`src/rtl/alu_pkt_ctrl.sv`:
```
// ---------------------------------------------------------------------------
// alu_pkt_ctrl
//   Packet controller between a UART byte interface and a 32-bit integer ALU.
//   Parses framed command packets (opcode, reserved, LEN lo, LEN hi, payload)
//   from the receive byte stream. For add/sub/xor it folds the little-endian
//   32-bit payload words into an accumulator and returns the 4-byte result
//   LSB first. For echo it queues the payload in a small FIFO that drains to
//   the transmit port on its own.
//
//   Optional feature macro: ALU_CTRL_TIMEOUT_EN
//     defined   -> inter-byte timeout of TIMEOUT_CYCLES in header/payload/
//                  discard states (err_o pulse, back to IDLE, acc cleared)
//     undefined -> controller waits indefinitely between bytes
//
// Parameters
//   FIFO_DEPTH      echo buffer depth in bytes (power of two, >= 2)
//   TIMEOUT_CYCLES  inter-byte timeout (only with ALU_CTRL_TIMEOUT_EN)
//
// Ports
//   clk_i       in   clock
//   rst_ni      in   asynchronous active-low reset
//   rx_data_i   in   received byte
//   rx_valid_i  in   one-cycle strobe qualifying rx_data_i (no backpressure)
//   tx_data_o   out  byte to transmit
//   tx_valid_o  out  tx_data_o valid, held until accepted
//   tx_ready_i  in   transmitter accepts on tx_valid_o && tx_ready_i
//   busy_o      out  high whenever the controller is not in IDLE
//   err_o       out  one-cycle pulse on any protocol error
// ---------------------------------------------------------------------------
module alu_pkt_ctrl #(
    parameter int FIFO_DEPTH     = 4,
    parameter int TIMEOUT_CYCLES = 1_000_000
) (
    input  logic       clk_i,
    input  logic       rst_ni,
    input  logic [7:0] rx_data_i,
    input  logic       rx_valid_i,
    output logic [7:0] tx_data_o,
    output logic       tx_valid_o,
    input  logic       tx_ready_i,
    output logic       busy_o,
    output logic       err_o
);

    localparam int AW = $clog2(FIFO_DEPTH);

    localparam logic [7:0] OP_ECHO = 8'hEC;
    localparam logic [7:0] OP_ADD  = 8'hA0;
    localparam logic [7:0] OP_SUB  = 8'hA1;
    localparam logic [7:0] OP_XOR  = 8'hA2;

    typedef enum logic [2:0] {
        S_IDLE,
        S_RSVD,
        S_LEN_L,
        S_LEN_H,
        S_PAYLOAD,
        S_RESULT,
        S_DISCARD
    } state_t;

    state_t      state_reg, state_next;
    logic [7:0]  opcode_reg, opcode_next;
    logic [7:0]  len_lo_reg, len_lo_next;
    logic [15:0] remain_reg, remain_next;
    logic [31:0] word_reg, word_next;
    logic [1:0]  byte_idx_reg, byte_idx_next;
    logic        first_reg, first_next;
    logic [31:0] acc_reg, acc_next;
    logic [1:0]  res_idx_reg, res_idx_next;
    logic        err_reg, err_next;

    // Echo FIFO: pointers carry one extra wrap bit to tell full from empty.
    logic [7:0]  fifo_mem [FIFO_DEPTH];
    logic [AW:0] wr_ptr_reg, rd_ptr_reg;
    logic        fifo_empty, fifo_full;
    logic        fifo_push, fifo_pop, push_ok;

    logic        timeout_fire;

    // Header / ALU helpers
    logic [15:0] len_full;
    logic [15:0] payload_len;
    logic        opcode_ok;
    logic        is_echo;
    logic [31:0] word_cur;
    logic [31:0] alu_out;
    logic        word_done;
    logic        result_pop;
    logic [7:0]  acc_bytes [4];

    genvar gi;
    generate
        for (gi = 0; gi < 4; gi++) begin : g_acc_bytes
            assign acc_bytes[gi] = acc_reg[8*gi +: 8];
        end
    endgenerate

    assign len_full    = {rx_data_i, len_lo_reg};
    assign payload_len = (len_full < 16'd4) ? 16'd0 : (len_full - 16'd4);
    assign opcode_ok   = (opcode_reg == OP_ECHO) || (opcode_reg == OP_ADD) ||
                         (opcode_reg == OP_SUB)  || (opcode_reg == OP_XOR);
    assign is_echo     = (opcode_reg == OP_ECHO);

    // Bytes land LSB-first; a short final word keeps zeros in its upper lanes
    // because word_reg is cleared every time a word is applied.
    assign word_cur  = word_reg | ({24'd0, rx_data_i} << {byte_idx_reg, 3'b000});
    assign word_done = (byte_idx_reg == 2'd3) || (remain_reg == 16'd1);

    always_comb begin
        case (opcode_reg)
            OP_SUB:  alu_out = acc_reg - word_cur;
            OP_XOR:  alu_out = acc_reg ^ word_cur;
            default: alu_out = acc_reg + word_cur;
        endcase
    end

    // ---------------- FIFO status ----------------
    assign fifo_empty = (wr_ptr_reg == rd_ptr_reg);
    assign fifo_full  = (wr_ptr_reg[AW] != rd_ptr_reg[AW]) &&
                        (wr_ptr_reg[AW-1:0] == rd_ptr_reg[AW-1:0]);
    assign fifo_pop   = !fifo_empty && tx_ready_i;
    // A pop in the same cycle frees a slot, so a push into a full FIFO works.
    assign push_ok    = fifo_push && (!fifo_full || fifo_pop);

    // Result bytes queue behind any echo bytes still in the FIFO.
    assign result_pop = (state_reg == S_RESULT) && fifo_empty && tx_ready_i;

    always_comb begin
        tx_data_o  = 8'h00;
        tx_valid_o = 1'b0;
        if (!fifo_empty) begin
            tx_data_o  = fifo_mem[rd_ptr_reg[AW-1:0]];
            tx_valid_o = 1'b1;
        end else if (state_reg == S_RESULT) begin
            tx_data_o  = acc_bytes[res_idx_reg];
            tx_valid_o = 1'b1;
        end
    end

    assign busy_o = (state_reg != S_IDLE);
    assign err_o  = err_reg;

    // ---------------- next-state logic ----------------
    always_comb begin
        state_next    = state_reg;
        opcode_next   = opcode_reg;
        len_lo_next   = len_lo_reg;
        remain_next   = remain_reg;
        word_next     = word_reg;
        byte_idx_next = byte_idx_reg;
        first_next    = first_reg;
        acc_next      = acc_reg;
        res_idx_next  = res_idx_reg;
        err_next      = 1'b0;
        fifo_push     = 1'b0;

        case (state_reg)
            S_IDLE: begin
                if (rx_valid_i) begin
                    opcode_next = rx_data_i;
                    state_next  = S_RSVD;
                end
            end
            S_RSVD: begin
                if (rx_valid_i) state_next = S_LEN_L;
            end
            S_LEN_L: begin
                if (rx_valid_i) begin
                    len_lo_next = rx_data_i;
                    state_next  = S_LEN_H;
                end
            end
            S_LEN_H: begin
                if (rx_valid_i) begin
                    remain_next   = payload_len;
                    word_next     = 32'd0;
                    byte_idx_next = 2'd0;
                    first_next    = 1'b1;
                    acc_next      = 32'd0;
                    res_idx_next  = 2'd0;
                    if (!opcode_ok) begin
                        err_next   = 1'b1;
                        state_next = (payload_len == 16'd0) ? S_IDLE : S_DISCARD;
                    end else if (payload_len == 16'd0) begin
                        // An empty echo has nothing to send; an empty ALU
                        // packet returns the cleared accumulator.
                        state_next = is_echo ? S_IDLE : S_RESULT;
                    end else begin
                        state_next = S_PAYLOAD;
                    end
                end
            end
            S_PAYLOAD: begin
                if (rx_valid_i) begin
                    remain_next = remain_reg - 16'd1;
                    if (is_echo) begin
                        fifo_push = 1'b1;
                        if (!push_ok) err_next = 1'b1;
                        if (remain_reg == 16'd1) state_next = S_IDLE;
                    end else begin
                        if (word_done) begin
                            acc_next      = first_reg ? word_cur : alu_out;
                            word_next     = 32'd0;
                            byte_idx_next = 2'd0;
                            first_next    = 1'b0;
                        end else begin
                            word_next     = word_cur;
                            byte_idx_next = byte_idx_reg + 2'd1;
                        end
                        if (remain_reg == 16'd1) begin
                            state_next   = S_RESULT;
                            res_idx_next = 2'd0;
                        end
                    end
                end
            end
            S_RESULT: begin
                if (rx_valid_i) err_next = 1'b1;
                if (result_pop) begin
                    res_idx_next = res_idx_reg + 2'd1;
                    if (res_idx_reg == 2'd3) begin
                        state_next = S_IDLE;
                        acc_next   = 32'd0;
                    end
                end
            end
            S_DISCARD: begin
                if (rx_valid_i) begin
                    remain_next = remain_reg - 16'd1;
                    if (remain_reg == 16'd1) state_next = S_IDLE;
                end
            end
            default: state_next = S_IDLE;
        endcase

        // Timeout only fires without an rx byte in a timed state, so it
        // never collides with a push or an accumulator update.
        if (timeout_fire) begin
            state_next = S_IDLE;
            err_next   = 1'b1;
            acc_next   = 32'd0;
        end
    end

    // ---------------- optional inter-byte timeout ----------------
`ifdef ALU_CTRL_TIMEOUT_EN
    localparam int TW = $clog2(TIMEOUT_CYCLES + 1);
    logic [TW-1:0] to_cnt_reg, to_cnt_next;
    logic          timed;

    assign timed = (state_reg == S_RSVD) || (state_reg == S_LEN_L) ||
                   (state_reg == S_LEN_H) || (state_reg == S_PAYLOAD) ||
                   (state_reg == S_DISCARD);
    assign timeout_fire = timed && !rx_valid_i &&
                          (to_cnt_reg == TW'(TIMEOUT_CYCLES - 1));

    always_comb begin
        to_cnt_next = to_cnt_reg + {{(TW-1){1'b0}}, 1'b1};
        if (rx_valid_i || !timed || timeout_fire) to_cnt_next = '0;
    end

    always_ff @(posedge clk_i or negedge rst_ni) begin
        if (!rst_ni) to_cnt_reg <= '0;
        else         to_cnt_reg <= to_cnt_next;
    end
`else
    assign timeout_fire = 1'b0;
`endif

    // ---------------- state registers ----------------
    always_ff @(posedge clk_i or negedge rst_ni) begin
        if (!rst_ni) begin
            state_reg    <= S_IDLE;
            opcode_reg   <= 8'h00;
            len_lo_reg   <= 8'h00;
            remain_reg   <= 16'd0;
            word_reg     <= 32'd0;
            byte_idx_reg <= 2'd0;
            first_reg    <= 1'b1;
            acc_reg      <= 32'd0;
            res_idx_reg  <= 2'd0;
            err_reg      <= 1'b0;
            wr_ptr_reg   <= '0;
            rd_ptr_reg   <= '0;
        end else begin
            state_reg    <= state_next;
            opcode_reg   <= opcode_next;
            len_lo_reg   <= len_lo_next;
            remain_reg   <= remain_next;
            word_reg     <= word_next;
            byte_idx_reg <= byte_idx_next;
            first_reg    <= first_next;
            acc_reg      <= acc_next;
            res_idx_reg  <= res_idx_next;
            err_reg      <= err_next;
            if (push_ok)  wr_ptr_reg <= wr_ptr_reg + {{AW{1'b0}}, 1'b1};
            if (fifo_pop) rd_ptr_reg <= rd_ptr_reg + {{AW{1'b0}}, 1'b1};
        end
    end

    // Storage needs no reset: the pointers alone define what is valid.
    always_ff @(posedge clk_i) begin
        if (push_ok) fifo_mem[wr_ptr_reg[AW-1:0]] <= rx_data_i;
    end

endmodule

```
`config.mk`:
```
export PLATFORM = sky130hd
export DESIGN_NAME = alu_pkt_ctrl
export DESIGN_NICKNAME = d
export VERILOG_FILES = /design/src/rtl/alu_pkt_ctrl.sv
export SDC_FILE = /design/constraint.sdc
export NUM_CORES = 1
export LEC_CHECK = 0
export ABC_AREA = 1
export CAP_MARGIN = 5
export CORE_UTILIZATION = 60
export DETAILED_ROUTE_END_ITERATION = 8
export GPL_ROUTABILITY_DRIVEN = 0
export PLACE_DENSITY = 0.79
export SLEW_MARGIN = 20
export SYNTH_ARGS = -nofsm -noshare
export SYNTH_HDL_FRONTEND = slang
export SYNTH_SLANG_ARGS = --single-unit
```
`constraint.sdc`:
```
create_clock -name clk_i -period 4.8 [get_ports clk_i]
set_input_delay 0.48 -clock clk_i [delete_from_list [all_inputs] [get_ports clk_i]]
set_output_delay 0.48 -clock clk_i [all_outputs]
set_load 0.02 [all_outputs]
```
==> flow_summary.rst <==
.. list-table::
   :header-rows: 1

   * - Metric
     - Value
   * - Clock Tree Root
     - sky130_fd_sc_hd__clkbuf_16
   * - Syn Inst Count
     - 1,638
   * - Min Tclk post-route
     - 4.48 ns
   * - Core area
     - 18,000 um2
   * - Number of design rule violations left after detail routing
     - 0
   * - Worst slack on hold paths
     - 0.0657 ns
   * - Number of input and output port buffers inserted
     - 22
   * - CTS max path bufs
     - 2
   * - Destination of the worst register-to-register timing path
     - acc_reg[26]
   * - Synth Net Count
     - 1,693
   * - Vertical die dimension
     - 138 um
   * - Count of max-cap constraint violations
     - 0
   * - Global-route wire length before repair
     - 52.3 mm
   * - Clock Power Share
     - 20.2%
   * - Number of cell instances on the worst register-to-register path
     - 25
   * - Worst-skew pair later-pin latency
     - 0.44 ns
   * - Part of the total power dissipated in combinational logic
     - 50.9%
   * - Quantity of gates resized following cts
     - 0
   * - Layout area overhead
     - 9.59%
   * - Overflow left after global routing
     - 0
   * - Number of CTS-inserted buffers
     - 17
   * - H-tree lvl count
     - 4
   * - Design Area, Final
     - 12,100 um2
   * - Net Sw Power
     - 3.22 mW
   * - Critical Path Sink Type
     - flop
   * - Fraction of the yosys area taken by sequential cells
     - 33.8%
   * - Maximum resistive drop on vdd
     - 0.000435 V
   * - Data required time at the worst endpoint
     - 5.13 ns
   * - Reg-to-Reg Start
     - byte_idx_reg[0]
   * - Worst Setup Path Type
     - flop to flop
   * - Vias in the first global route
     - 10,300
   * - Sw frac
     - 48.6%
   * - CP Max Fanout
     - 18
   * - Site Rows
     - 49
   * - Detail-routed via count per cell
     - 5.98
   * - Fin nets
     - 1,706
   * - Final count of hold timing violations
     - 0
   * - Count of hold-fix buffers inserted at cts
     - 0
   * - Primary flip-flop cell chosen by synthesis mapping
     - sky130_fd_sc_hd__dfrtp_1
   * - Pin count of the biggest net entering global routing
     - 77
   * - TritonCTS clock tree
     - built
   * - Count of synthesis-stage warnings from yosys
     - 0
   * - Setup WS pre-CTS
     - 0.329 ns
   * - Synthesized flop and latch total
     - 143
   * - Arrival time at the worst endpoint
     - 4.80 ns
   * - Fmax
     - 223 MHz
   * - Post-synth EDFFs
     - 32
   * - Transition time of the tightest slew-check pin
     - 1.06 ns
   * - Unrepaired setup endpoints after global routing
     - false
   * - Clk sinks
     - 143
   * - Fraction of synthesis flops using an asynchronous set or reset pin
     - 77.6%
   * - Total number of vias
     - 11,300
   * - HPWL reported at the end of detailed placement
     - 24.0 mm
   * - Global Route Usage Sum
     - 36.1%
   * - Number of pins exceeding their max-slew limit in the final report
     - 0
   * - Worst hold path class
     - input pin to async pin
   * - Post-route setup TNS
     - 0 ns
   * - Relative slew slack
     - 29.2%
   * - Total inserted antenna cells
     - 0
   * - Die area
     - 19,000 um2
   * - Power per unit of standard cell area
     - 548 nW/um2
   * - Die extent in x
     - 138 um
   * - Clock transition at the register clock pins on the worst setup and hold paths after CTS
     - 0.07 ns
   * - Average cell area after synthesis
     - 6.75 um2
   * - Setup-violating endpoint count in the final report
     - 0
   * - Seq pwr share
     - 28.8%
   * - Critical Path Start Type
     - flop
   * - DP Area
     - 11,500 um2
   * - Status
     - finished, final reports clean
   * - Number of top-level design ports
     - 23
   * - Worst clock skew
     - 0.00954 ns
   * - Period utilization
     - 93.3%
   * - Distinct cells, synth
     - 49
   * - Internal cell power
     - 3.41 mW
   * - Flop2flop setup slack
     - 0.32 ns
   * - Post-synthesis instance area
     - 11,100 um2
   * - Static Leak
     - 6.13 nW
   * - Antenna violations before repair
     - 0
   * - Starting density of the core
     - 61.3%
   * - Buffer count from post-CTS setup fixing
     - 0
   * - First-pass iteration count of the detailed router
     - 6
   * - WL/cell
     - 17.6 um
   * - Post-detailed-route count of antenna-violating nets
     - 0
   * - First-iteration detailed-routing DRC count
     - 1,281
   * - Final critical-path setup slack
     - 0.322 ns
   * - DRT Wirelength
     - 33.3 mm
   * - Fraction of final layout cells with drive strength greater than 1
     - 5.35%
   * - Share of the core filled with cells
     - 67.2%
[critical path, cell delays in order (launching register included)]
cell and delay, ns:
sky130_fd_sc_hd__dfrtp_1 0.55, sky130_fd_sc_hd__inv_2 0.24, sky130_fd_sc_hd__nand3_1 0.15, sky130_fd_sc_hd__nand2_1 0.15
sky130_fd_sc_hd__inv_1 0.09, sky130_fd_sc_hd__ha_1 0.15, sky130_fd_sc_hd__nand3_1 0.10, sky130_fd_sc_hd__nor2_1 0.15
sky130_fd_sc_hd__nand3_1 0.12, sky130_fd_sc_hd__nor2_1 0.23, sky130_fd_sc_hd__nand3_1 0.21, sky130_fd_sc_hd__nand2_1 0.16
sky130_fd_sc_hd__o21ai_0 0.14, sky130_fd_sc_hd__xor2_1 0.16, sky130_fd_sc_hd__ha_1 0.40, sky130_fd_sc_hd__nand2_1 0.13
sky130_fd_sc_hd__nor2_1 0.23, sky130_fd_sc_hd__nand2_1 0.16, sky130_fd_sc_hd__nor4_1 0.19, sky130_fd_sc_hd__nand2_1 0.16
sky130_fd_sc_hd__nand3_1 0.12, sky130_fd_sc_hd__nand3_1 0.11, sky130_fd_sc_hd__nand2_1 0.09, sky130_fd_sc_hd__nand2_1 0.05
sky130_fd_sc_hd__nand2_1 0.08, sky130_fd_sc_hd__nand2_1 0.05
[kinds of logic (layout without fill, tap and decap cells)]
group | Yosys count | count (layout) | synth area share, %
and+or+nand+nor | 766 | 766 | 28.9
adders and majority gates | 43 | 43 | 4.93
buffers and inverters | 279 | 305 | 9.86
muxes | 1 | 1 | 0.102
DFF | 143 | 143 | 33.8
xor gates and xnor gates | 53 | 53 | 4.20
AOI/OAI and AO/OA | 353 | 353 | 18.2
[area by class of cell]
type | count | area, um2
clock inverter | 15 | 170
fill | 1556 | 5910
timing repair buffer | 48 | 417
clock buffer | 17 | 425
tap | 229 | 287
multi-input combinational | 1216 | 6230
sequential | 143 | 3740
inverter | 225 | 847
[power by group through the flow]
stage                     Combinational (mW)  Sequential, mW  Clock, mW
final                                   3.38            1.91       1.34
after CTS                               3.31            1.90       1.35
after global routing                    3.75            1.95       1.40
after floorplan                         2.49            1.73          0
after global placement                  3.22            1.91          0
after detailed placement                3.28            1.91          0
[per-stage QoR]
stage | power [mW] | cells
after global routing | 7.10 | 1893
after global placement | 5.12 | 1861
final | 6.64 | 1893
after CTS | 6.56 | 1893
after detailed placement | 5.19 | 1861
after floorplan | 4.22 | 1638
[synthesized netlist by cell type, drive strengths merged, types with 9 or more instances]
cell type  count  share of area (%)
a21oi        102                4.6
a31oi          9               0.51
buf           20                1.0
clkbuf        34                1.2
dfrtp        110                 25
edfxtp        32                8.7
ha            42                4.8
inv          222                7.6
nand2        408                 14
nand3        121                5.5
nand4         13               0.74
nor2         186                6.7
nor3          19               0.86
o211ai        38                2.7
o21ai        163                7.4
xor2          49                3.9
[layout by cell type (no fill, tap or decap), drive strengths merged]
cell / instances
ha: 42
clkinv: 7
clkbuf: 17
or2: 8
o32ai: 8
nand3: 121
o22ai: 8
xnor2: 4
inv: 230
a21oi: 102
o31ai: 3
bufinv: 1
a2111oi: 1
nor2: 186
o21a: 4
nand3b: 6
nor3: 19
o221ai: 1
nor4: 5
buf: 27
fa: 1
xor2: 49
a31oi: 9
nand2: 408
mux2: 1
o21bai: 7
a22oi: 2
edfxtp: 32
clkinvlp: 2
a211oi: 1
dfrtp: 110
clkdlybuf4s50: 21
a31o: 1
dfstp: 1
o21ai: 163
o211ai: 38
a21o: 3
a32o: 2
nand4: 13
[layer usage]
layer / vias up / part of all wire (%) / GRT usage (%)
met5: - / 0 / 0
met4: 0 / 3.0 / 14.0
met3: 98 / 10 / 7.62
met2: 626 / 45 / 56.6
met1: 5180 / 42 / 48.8
li1: 5421 / - / -
[worst max path at each step]
stage	startpoint	to	depth (start not counted)
after floorplan	byte_idx_reg[0]	acc_reg[24]	26
after global routing	byte_idx_reg[0]	acc_reg[26]	25
final	byte_idx_reg[0]	acc_reg[26]	25
after detailed placement	rx_data_i[1]	acc_reg[26]	24
after global placement	rx_data_i[1]	acc_reg[26]	24
after CTS	byte_idx_reg[0]	acc_reg[26]	25
(Power assumes the default switching activity.)
